==> config.mk <==
export PLATFORM = sky130hd
export DESIGN_NAME = gost_byte_loader
export DESIGN_NICKNAME = d
export VERILOG_FILES = /design/src/rtl/gost_byte_loader.sv
export SDC_FILE = /design/constraint.sdc
export NUM_CORES = 1
export LEC_CHECK = 0
export CORE_ASPECT_RATIO = 1.4
export CORE_MARGIN = 2
export CORE_UTILIZATION = 30
export DETAILED_ROUTE_END_ITERATION = 6
export GPL_ROUTABILITY_DRIVEN = 0
export SLEW_MARGIN = 5
export SYNTH_ARGS = -nofsm -noshare
export SYNTH_HDL_FRONTEND = slang
export SYNTH_SLANG_ARGS = --single-unit
export TNS_END_PERCENT = 20
==> constraint.sdc <==
create_clock -name clk -period 2.1 [get_ports clk]
set_input_delay 0.42 -clock clk [delete_from_list [all_inputs] [get_ports clk]]
set_output_delay 0.42 -clock clk [all_outputs]
set_load 0.02 [all_outputs]
==> src/rtl/gost_byte_loader.sv <==
// Byte-serial loader/unloader for the GOST 28147-89 core: assembles key and data block
// from byte writes, pulses load, then streams the 64-bit result back MSB byte first.
module gost_byte_loader #(
  parameter int unsigned TIMEOUT_CYC = 1024
) (
  input  logic         clk,
  input  logic         rst_n,
  input  logic [7:0]   byte_in,
  input  logic         byte_valid,
  input  logic         sel_key,
  input  logic         clr,
  input  logic         start,
  input  logic         mode_in,
  input  logic         core_done,
  input  logic [63:0]  cdata,
  output logic [255:0] key,
  output logic [63:0]  pdata,
  output logic         mode,
  output logic         load,
  output logic [7:0]   byte_out,
  output logic         out_valid,
  input  logic         out_ack,
  output logic         key_full,
  output logic         data_full,
  output logic         busy,
  output logic         timeout
);

  localparam int unsigned WW = (TIMEOUT_CYC > 1) ? $clog2(TIMEOUT_CYC) : 1;
  localparam logic [WW-1:0] TO_LAST = WW'((TIMEOUT_CYC == 0) ? 0 : TIMEOUT_CYC - 1);
  localparam bit TO_EN = (TIMEOUT_CYC != 0);

  typedef enum logic [1:0] {IDLE, LOAD, WAIT, OUT} state_e;

  state_e         state_q, state_d;
  logic [255:0]   key_q, key_d;
  logic [63:0]    pdata_q, pdata_d;
  logic [63:0]    oreg_q, oreg_d;
  logic [5:0]     kcnt_q, kcnt_d;
  logic [3:0]     dcnt_q, dcnt_d;
  logic [2:0]     ocnt_q, ocnt_d;
  logic [WW-1:0]  wcnt_q, wcnt_d;
  logic           mode_q, mode_d;
  logic           timeout_q, timeout_d;

  logic startOk;
  logic waitExpired;
  logic lastAck;

  assign key_full    = (kcnt_q == 6'd32);
  assign data_full   = (dcnt_q == 4'd8);
  assign startOk     = start && key_full && data_full;
  assign waitExpired = TO_EN && (wcnt_q == TO_LAST);
  assign lastAck     = out_ack && (ocnt_q == 3'd7);

  always_ff @(posedge clk or negedge rst_n) begin
    if (!rst_n) state_q <= IDLE;
    else        state_q <= state_d;
  end

  always_comb begin
    state_d = state_q;
    case (state_q)
      IDLE: if (!clr && startOk) state_d = LOAD;
      LOAD: state_d = WAIT;
      WAIT: begin
        if (core_done)        state_d = OUT;
        else if (waitExpired) state_d = IDLE;
      end
      OUT:  if (lastAck) state_d = IDLE;
      default: state_d = IDLE;
    endcase
  end

  always_comb begin
    load      = (state_q == LOAD);
    out_valid = (state_q == OUT);
    busy      = (state_q != IDLE);
  end

  assign key      = key_q;
  assign pdata    = pdata_q;
  assign mode     = mode_q;
  assign timeout  = timeout_q;
  assign byte_out = oreg_q[63:56];

  // Datapath next-state; byte writes and clr only act in IDLE so key/pdata/mode stay frozen mid-op.
  always_comb begin
    key_d     = key_q;
    pdata_d   = pdata_q;
    oreg_d    = oreg_q;
    kcnt_d    = kcnt_q;
    dcnt_d    = dcnt_q;
    ocnt_d    = ocnt_q;
    wcnt_d    = wcnt_q;
    mode_d    = mode_q;
    timeout_d = timeout_q;
    case (state_q)
      IDLE: begin
        if (clr) begin
          kcnt_d = 6'd0;
          dcnt_d = 4'd0;
        end else begin
          if (byte_valid) begin
            if (sel_key && !key_full) begin
              key_d  = {key_q[247:0], byte_in};
              kcnt_d = kcnt_q + 6'd1;
            end else if (!sel_key && !data_full) begin
              pdata_d = {pdata_q[55:0], byte_in};
              dcnt_d  = dcnt_q + 4'd1;
            end
          end
          if (startOk) begin
            mode_d    = mode_in;
            timeout_d = 1'b0;
          end
        end
      end
      LOAD: wcnt_d = '0;
      WAIT: begin
        wcnt_d = wcnt_q + WW'(1);
        if (core_done) begin
          oreg_d = cdata;
          ocnt_d = 3'd0;
        end else if (waitExpired) begin
          timeout_d = 1'b1;
          dcnt_d    = 4'd0;
        end
      end
      OUT: begin
        if (out_ack) begin
          oreg_d = {oreg_q[55:0], 8'h00};
          ocnt_d = ocnt_q + 3'd1;
          if (ocnt_q == 3'd7) dcnt_d = 4'd0;
        end
      end
      default: ;
    endcase
  end

  always_ff @(posedge clk or negedge rst_n) begin
    if (!rst_n) begin
      key_q     <= '0;
      pdata_q   <= '0;
      oreg_q    <= '0;
      kcnt_q    <= '0;
      dcnt_q    <= '0;
      ocnt_q    <= '0;
      wcnt_q    <= '0;
      mode_q    <= 1'b0;
      timeout_q <= 1'b0;
    end else begin
      key_q     <= key_d;
      pdata_q   <= pdata_d;
      oreg_q    <= oreg_d;
      kcnt_q    <= kcnt_d;
      dcnt_q    <= dcnt_d;
      ocnt_q    <= ocnt_d;
      wcnt_q    <= wcnt_d;
      mode_q    <= mode_d;
      timeout_q <= timeout_d;
    end
  end

endmodule
# After elaboration in Yosys (flattened, before gate mapping)
# Cells that the tools add are included.
# word_totals
elab_cells,91
input_bits,81
regBits,411
out_inout_bits,335
# classes
reduce_logical,26
n_eq_ne,20
muxes,29
bitwise,2
addsub,4
# ops
cell,n
64-bit 2-to-1 mux,2
64-bit case mux with 2 select lines,1
4-bit 2-to-1 mux,8
10-bit case mux with 2 select lines,1
6-bit 2-to-1 mux,3
2-bit inequality test (second input constant),6
3-bit inequality test (second input constant),4
4-bit case mux with 3 select lines,1
3-bit AND reduction,4
2-bit nonzero test,6
10-bit by 1-bit adder with 10-bit output (second input constant),1
10-bit == test (second input constant),1
5-bit AND reduction,2
2-bit 2-to-1 mux,4
2-bit case mux with 4 select lines,1
8-bit AND reduction,1
6-bit by 1-bit adder with 6-bit output (second input constant),1
6-bit == test (second input constant),1
1-bit logical AND,6
3-bit 2-to-1 mux,2
2-bit by 1-bit inequality test with 1-bit output (second input constant),3
3-bit case mux with 2 select lines,1
4-bit by 1-bit adder with 4-bit output (second input constant),1
2-bit == test (second input constant),2
other kinds (11),18

# Depth between registers and ports, before layout
# Gate-level depths: netlist of the first run.
# logic_depth
word_depth,8
depth_mapped,9
depth_no_buf,6

# Least setup slack after synthesis of the first run
# No wires, ideal clock.
# synth_path
kind,reg2reg
from,register kcnt_q[0]
to,"register key_q[0], in the netlist key[0]"
required_ns,1.975
period_less_slack_ns,2.036
arrival_time_ns,1.911
slack_ns,0.064
n_path_buf,3
stages_incl_launch_ff,10
setup_time_ns,0.125
cell_sequence,dfrtp_1 inv_1 ha_1 nand4bb_4 nor2_2 and3b_1 buf_6 buf_6 buf_6 mux2_4
# synth_between
elab_chain_cells,4
# synth_lines
element,line,rtl
"start, declared",39,"logic [5:0] kcnt_q, kcnt_d;"
"start signal, assigned",156,kcnt_q <= kcnt_d;
6-bit == test,50,assign key_full = (kcnt_q == 6'd32);
net key_full,23,"output logic key_full,"
1-bit zero test,105,if (sel_key && !key_full) begin
1-bit logical AND,105,
4-bit AND reduction (no line),-,
"end signal, assigned",153,key_q <= key_d;
"end, declared",36,"logic [255:0] key_q, key_d;"
# The timed path passes the listed nets, and every way through them passes these cells.
# A chain may end at the register's enable or synchronous reset.

# Worst setup path in the final report of the first run
# layout_path
from,"register key_q[171], in the netlist key[171]"
to,output key[171]
# layout_lines
element,line,rtl
"end, declared",16,"output logic [255:0] key,"
# No word-level cell between the ends.

==> results.toml, run 1 <==
[run_status]
status = "finished, final reports clean"

[routing]
viasPerCell = 4.47
routedWlPerCell_um = 18.6
wirelength_mm = 44.1
dr.pass1.iters = 4
ant_nets = 0
drc = 0
vias = 10600
first_iter_violations = 312

[sta]
rsz0062_at_grt = "true"
report.final.slew_viol_count = 0
period_share_pct = 96.9
hold_viol_final = 0
clock.fmax_ghz = 0.491
worst_slew_pin_slew_ps = 591
finalSetupViolCount = 0
slew_headroom_pct = 60.6
fin_skew_ps = 17.8
period_needed_ps = 2030

[power]
power_mw = 24.1
ir_drop_v = 0.000971
p_leak_nw = 11.4
powerDensity_nw_per_um2 = 981

[clocking]
numCtsBuffers = 44
clock-sinks = 411
cts_tree = "yes"
clkLatencyLatePin_ps = 560
root_buffer = "clkbuf_16"
path_clk_slew_ps = 60
clockBufferDepth = 3
cts_max_level = 2

[synthesis]
avgSynthCellArea_sq_um = 15.6
yosys-top-cells-area = "dfrtp_1, mux2_4, mux2_2, mux2i_1, o21ai_0"
yosys_warnings = 0
synth_top_area_share_pct = 59.1
synth_commonest_cells = "dfrtp_1, mux2_4, mux2_2, nand2_1, o21ai_0"
syn_area_sq_um = 17400
yosys.area.top_type = "dfrtp_1"
synth_edf_count = 0
yosysSeqAreaShare_pct = 59.1
ys_ff_latch = 411
synthArstFlopShare_pct = 100
yosysMostFrequentCell = "dfrtp_1"
synth_cells = 1119
synth_cell_types = 48
syn_nets = 1211
synthFlopType = "dfrtp_1"

[grt]
grt_pass1_vias = 11400
grt_usage_pct = 14.4
grt_overflow = 0
grt_max_degree = 57
grt_pass1_wl_mm = 68.3
antenna_found_initial = 0

[cells_and_area]
final_cells = 2370
nNetsFinal = 1685
drive_gt1_share_pct = 30.4
fin_area_sq_um = 24500
fillers = 5243
area_growth_pct = 40.9

[worst_setup_path]
worstPathArrival_ps = 1610
cpMaxStageDelayCell = "clkdlybuf4s50_1"
cp_max_fo = 3
path_delay_family = "buffers and inverters"
path_buf_inv = 1
worstPathCellList = "clkdlybuf4s50_1"
cp-start-kind = "flop"
critPathRequiredTime_ps = 1680
critPathMaxStageDelay_ps = 640
worstSetupEndpointType = "output port"
worstSetupPathType = "flop to output port"

[hold_path]
hp-class = "primary input to asynchronous set/reset pin"

[die]
dieHeight_um = 289
die_w_um = 208
initial_utilization_pct = 30.3
rows = 104
ios = 416
core_area_sq_um = 57400
dieArea_sq_um = 60000

[run]
timing.max_cap.violations = 0

[placed_design]
post_dp_cell_area_sq_um = 23000
dp_hpwl_mm = 32.6
dp.cells = 2287
port_buffers = 415
-- layout by cell type, fill, tap and decap left out, types with 4 or more instances in the layout --
master,Yosys,layout
mux2_2,83,83
inv_1,13,11
nand2_1,67,66
nand3_1,8,8
ha_1,11,9
clkinv_2,0,7
o2bb2ai_1,5,5
bufinv_16,0,4
a21oi_1,4,4
nand4_1,4,4
nor3_1,4,4
dlymetal6s2s_1,0,19
clkbuf_16,0,45
dfrtp_1,411,411
buf_12,0,31
dlygate4sd2_1,0,31
and2_1,4,4
a22o_1,10,10
buf_4,8,48
clkbuf_1,18,6
clkinvlp_4,0,4
mux2_4,240,240
mux2i_1,63,63
clkbuf_8,0,8
o21ai_0,64,64
nand2b_1,4,4
nor2_1,16,16
clkdlybuf4s50_1,0,359
-- final timing paths --
path | from | end | slack, ps | depth (start not counted)
worst max register to register | kcnt_q[0] | key[255] | 80 | 8
min in group clk | cdata[3] | oreg_q[3] | 480 | 2
worst min register to register | oreg_q[29] | oreg_q[29] | 480 | 2
worst max-delay path | key[171] | key[171] | 70 | 1
max in group asynchronous | rst_n | key[20] | 980 | 3
worst min-delay path | rst_n | oreg_q[34] | 400 | 2
-- layout make-up --
cell class / count / area (sq um) / area share [%]
Sequential cell: 411 / 10300 / 41.9
Antenna cell: 1 / 2.50 / 0.0102
Timing Repair Buffer: 496 / 5160 / 21.0
Clock buffer: 59 / 1260 / 5.13
Clock inverter: 21 / 238 / 0.970
Tap cell: 742 / 928 / 3.79
Inverter: 13 / 48.8 / 0.199
Multi-Input combinational cell: 627 / 6600 / 26.9
-- where the power goes --
| part | internal, mW | switching [mW] | leakage, nW | total (mW) |
|---|---|---|---|---|
| Clock | 4.72 | 3.23 | 0.730 | 7.96 |
| Sequential | 9.06 | 1.09 | 5.55 | 10.2 |
| Combinational | 3.22 | 2.73 | 5.10 | 5.95 |
| Total | 17.0 | 7.06 | 11.4 | 24.1 |
-- metal layers --
metal  GRT usage (%)  wire (um)  up-vias
met2            25.0      22100      331
met4            4.13        985        0
met5               0          0        -
met3            4.99       3430       63
li1                -          -     4897
met1            17.0      17600     5309
-- state kept, by name (all words and copies together), names as in the netlist --
register,flops
dcnt_q,4
kcnt_q,6
key,256
mode,1
ocnt_q,3
oreg_q,64
pdata,64
state_q,2
timeout,1
wcnt_q,10
-- logic make-up after synthesis --
group | share of synthesized area (%)
AO/OA/AOI/OAI | 3.46
XOR/XNOR | 0.201
adder cells (fa/ha/maj) | 0.791
buffers and inverters | 3.19
flip-flops | 59.1
multiplexers | 29.7
AND/OR/NAND/NOR | 3.56
-- through the flow --
step | hold slack [ps] | util (%) | setup WS (ps) | TNS (ps)
CTS | 397 | 42.6 | -81.4 | -81.4
detailed placement | 425 | 40.1 | -193 | -35190
global placement | 414 | 40.1 | -180 | -33120
global route | 420 | 42.7 | -4.14 | -8.12
floorplan | 124 | - | 63.7 | 0
finish | 402 | 42.7 | 65.1 | 0
-- timing repair --
action                     4_1_cts  5_1_grt
hold buffers                     1        0
hold endpoints to repair        40        0
gates resized for setup         50       29
setup endpoints to repair      177       88
pin swaps                        0        2
setup buffers                    1        0
(Power assumes the default switching activity.)
==> run 2, diff against run 1 <==
--- a/config.mk
+++ b/config.mk
@@ -5,11 +5,14 @@
 export SDC_FILE = /design/constraint.sdc
 export NUM_CORES = 1
 export LEC_CHECK = 0
+export CELL_PAD_IN_SITES_DETAIL_PLACEMENT = 0
+export CELL_PAD_IN_SITES_GLOBAL_PLACEMENT = 1
 export CORE_ASPECT_RATIO = 1.4
 export CORE_MARGIN = 2
 export CORE_UTILIZATION = 30
 export DETAILED_ROUTE_END_ITERATION = 6
 export GPL_ROUTABILITY_DRIVEN = 0
+export PLACE_DENSITY = 0.65
 export SLEW_MARGIN = 5
 export SYNTH_ARGS = -nofsm -noshare
 export SYNTH_HDL_FRONTEND = slang
==> constraint.sdc (replaced) <==
create_clock -name clk -period 2.43 [get_ports clk]
set_input_delay 0.486 -clock clk [delete_from_list [all_inputs] [get_ports clk]]
set_output_delay 0.486 -clock clk [all_outputs]
set_load 0.02 [all_outputs]
==> run 2 against run 1 <==
Effect of this change: total power fell by 13%; clock power shrank 13%; non-clock buffer count shrank 14; design area decreased by 1.2%; sequential power fell by 14%; largest cell class unchanged; cell count shrank 0.68%; global-route usage is 0.89 points higher; clock skew decreased by 3.6 ps; first-iteration DRC count rose by 12%; setup slack better by 88 ps; die area did not move; utilization shrank 0.50 points.
==> results.toml, run 2 (synthesis results as in run 1) <==
[run_status]
status = "finished, final reports clean"

[sta]
finalSetupViolCount = 0
slew_headroom_pct = 52.0
fin_skew_ps = 14.1
hold_slack_ps = 474
clock.fmax_ghz = 0.439
rsz0062_at_grt = "false"
hold_viol_final = 0
period_needed_ps = 2280
period_share_pct = 93.7
worst_slew_pin_slew_ps = 720
setup_slack_ps = 153
report.final.slew_viol_count = 0

[power]
p_seq_share_pct = 42.1
p_sw_mw = 6.14
powerDensity_nw_per_um2 = 863
p_leak_nw = 10.9
p_sw_share_pct = 29.4
comb_power_share_pct = 24.9
intPower_mw = 14.8
clkPwrFrac_pct = 33.0
ir_drop_v = 0.000754

[clocking]
cts_tree = "yes"
path_clk_slew_ps = 60
clock-sinks = 411
cts_max_level = 2
root_buffer = "clkbuf_16"
numCtsBuffers = 44
clkLatencyLatePin_ps = 570
clockBufferDepth = 3

[worst_setup_path]
path_delay_family = "buffers and inverters"
cpMaxStageDelayCell = "dfrtp_1"
ff2ff_path_depth = 7
path_buf_inv = 2
critPathMaxStageDelay_ps = 410
reg2reg_slack_ps = 240
critPathRequiredTime_ps = 1940
worstPathCellList = "inv_1 -> ha_1 -> and3b_1 -> dlygate4sd2_1"
cp_max_fo = 5
r2r_end = "key[140]"
worstSetupEndpointType = "output port"
worstSetupPathType = "flop to output port"
cp-start-kind = "flop"
r2r-start = "kcnt_q[0]"
worstPathArrival_ps = 1790

[cells_and_area]
final_common_cell = "dfrtp_1"
num_antenna_cells = 0
nNetsFinal = 1671
layout_common_cells = "dfrtp_1, clkdlybuf4s50_1, mux2_4"
area_growth_pct = 39.2
fin_area_sq_um = 24200
drive_gt1_share_pct = 29.3
fin_util_pct = 42.2
largest_reg_flops = 256

[hold_path]
hp-class = "flop to flop"
min_from = "ocnt_q[1]"
min_path_cells = 2
hold_end = "ocnt_q[1]"

[die]
dieHeight_um = 289
initial_utilization_pct = 30.3
ios = 416
dieArea_sq_um = 60000
core_area_sq_um = 57400
rows = 104
die_w_um = 208

[placed_design]
port_buffers = 415
post_dp_cell_area_sq_um = 22700
dp_hpwl_mm = 34.1
detailedPlace.worstSlack_ps = 55.1

[routing]
viasPerCell = 4.54
drc = 0
dr.pass1.iters = 4
ant_nets = 0
vias = 10700
routedWlPerCell_um = 19.7
first_iter_violations = 349
wirelength_mm = 46.4

[grt]
grt_pass1_vias = 11500
antenna_found_initial = 1
grt_usage_pct = 15.3
grt_max_degree = 123
grt_pass1_wl_mm = 71.7
grt_overflow = 0

[run]
timing.max_cap.violations = 0
-- run 2: cell types whose count changed in the layout (fill, tap and decap cells not counted), sizes merged --
| cell | delta |
|---|---|
| diode | -1 |
| inv | -1 |
| dlygate4sd2 | -29 |
| clkdlybuf4s50 | +50 |
| buf | -17 |
| clkinvlp | -1 |
| dlymetal6s2s | -18 |
| clkinv | +1 |
-- run 2: what timing repair did --
item	in CTS	in global routing
cloned	0	0
gates resized for setup	7	3
pin swaps	0	1
endpoints found under the setup margin	5	3
setup buffers	0	1
hold buffers	1	0
hold endpoints to repair	52	0
-- run 2: worst max-delay path by stage --
stage	startpoint	end	slack, ps	cells past startpoint
finish	dcnt_q[0]	data_full	150	4
floorplan	kcnt_q[0]	key[0]	390	9
global route	state_q[0]	oreg_q[59]	20	6
CTS	state_q[1]	out_valid	-170	2
detailed placement	sel_key	key[140]	60	5
global placement	byte_valid	key[140]	70	5
-- run 2: power groups by stage --
stage          logic, mW  clock network [mW]  registers [mW]
6_report            5.21                6.90            8.80
5_1_grt             5.52                7.42            8.94
4_1_cts             5.28                7.17            8.84
3_5_place_dp        5.25                   0            8.92
3_3_place_gp        5.23                   0            8.90
2_1_floorplan       1.41                   0            9.78
-- run 2: metal layers --
metal | vias to the layer above | GRT usage [%] | part of all wire, %
li1 | 4863 | - | -
met1 | 5433 | 18.1 | 40
met2 | 330 | 26.5 | 50
met3 | 57 | 5.41 | 8.2
met4 | 2 | 4.09 | 2.1
met5 | - | 0 | 0.028
-- run 2: worst reg2reg max path: stages (launching register included) --
cell and delay, ps:
dfrtp_1 370, inv_1 80, ha_1 240, nand4bb_4 130, nor2_2 50, and3b_4 450, buf_4 380, mux2_2 380
-- run 2: stage by stage --
stage / TNS (ps) / power [mW] / cells
2_1_floorplan: 0 / 11.2 / 1119
3_3_place_gp: 0 / 14.1 / 2273
3_5_place_dp: 0 / 14.2 / 2273
4_1_cts: -170 / 21.3 / 2353
5_1_grt: 0 / 21.9 / 2354
6_report: 0 / 20.9 / 2354
-- run 2: area by class of cell --
| cell class | count | area [sq um] |
|---|---|---|
| clock inverter | 20 | 245 |
| multi-input combinational | 627 | 6580 |
| timing repair buffer | 482 | 4900 |
| fill | 5336 | 33200 |
| clock buffer | 59 | 1250 |
| tap | 742 | 928 |
| sequential | 411 | 10300 |
| inverter | 13 | 48.8 |
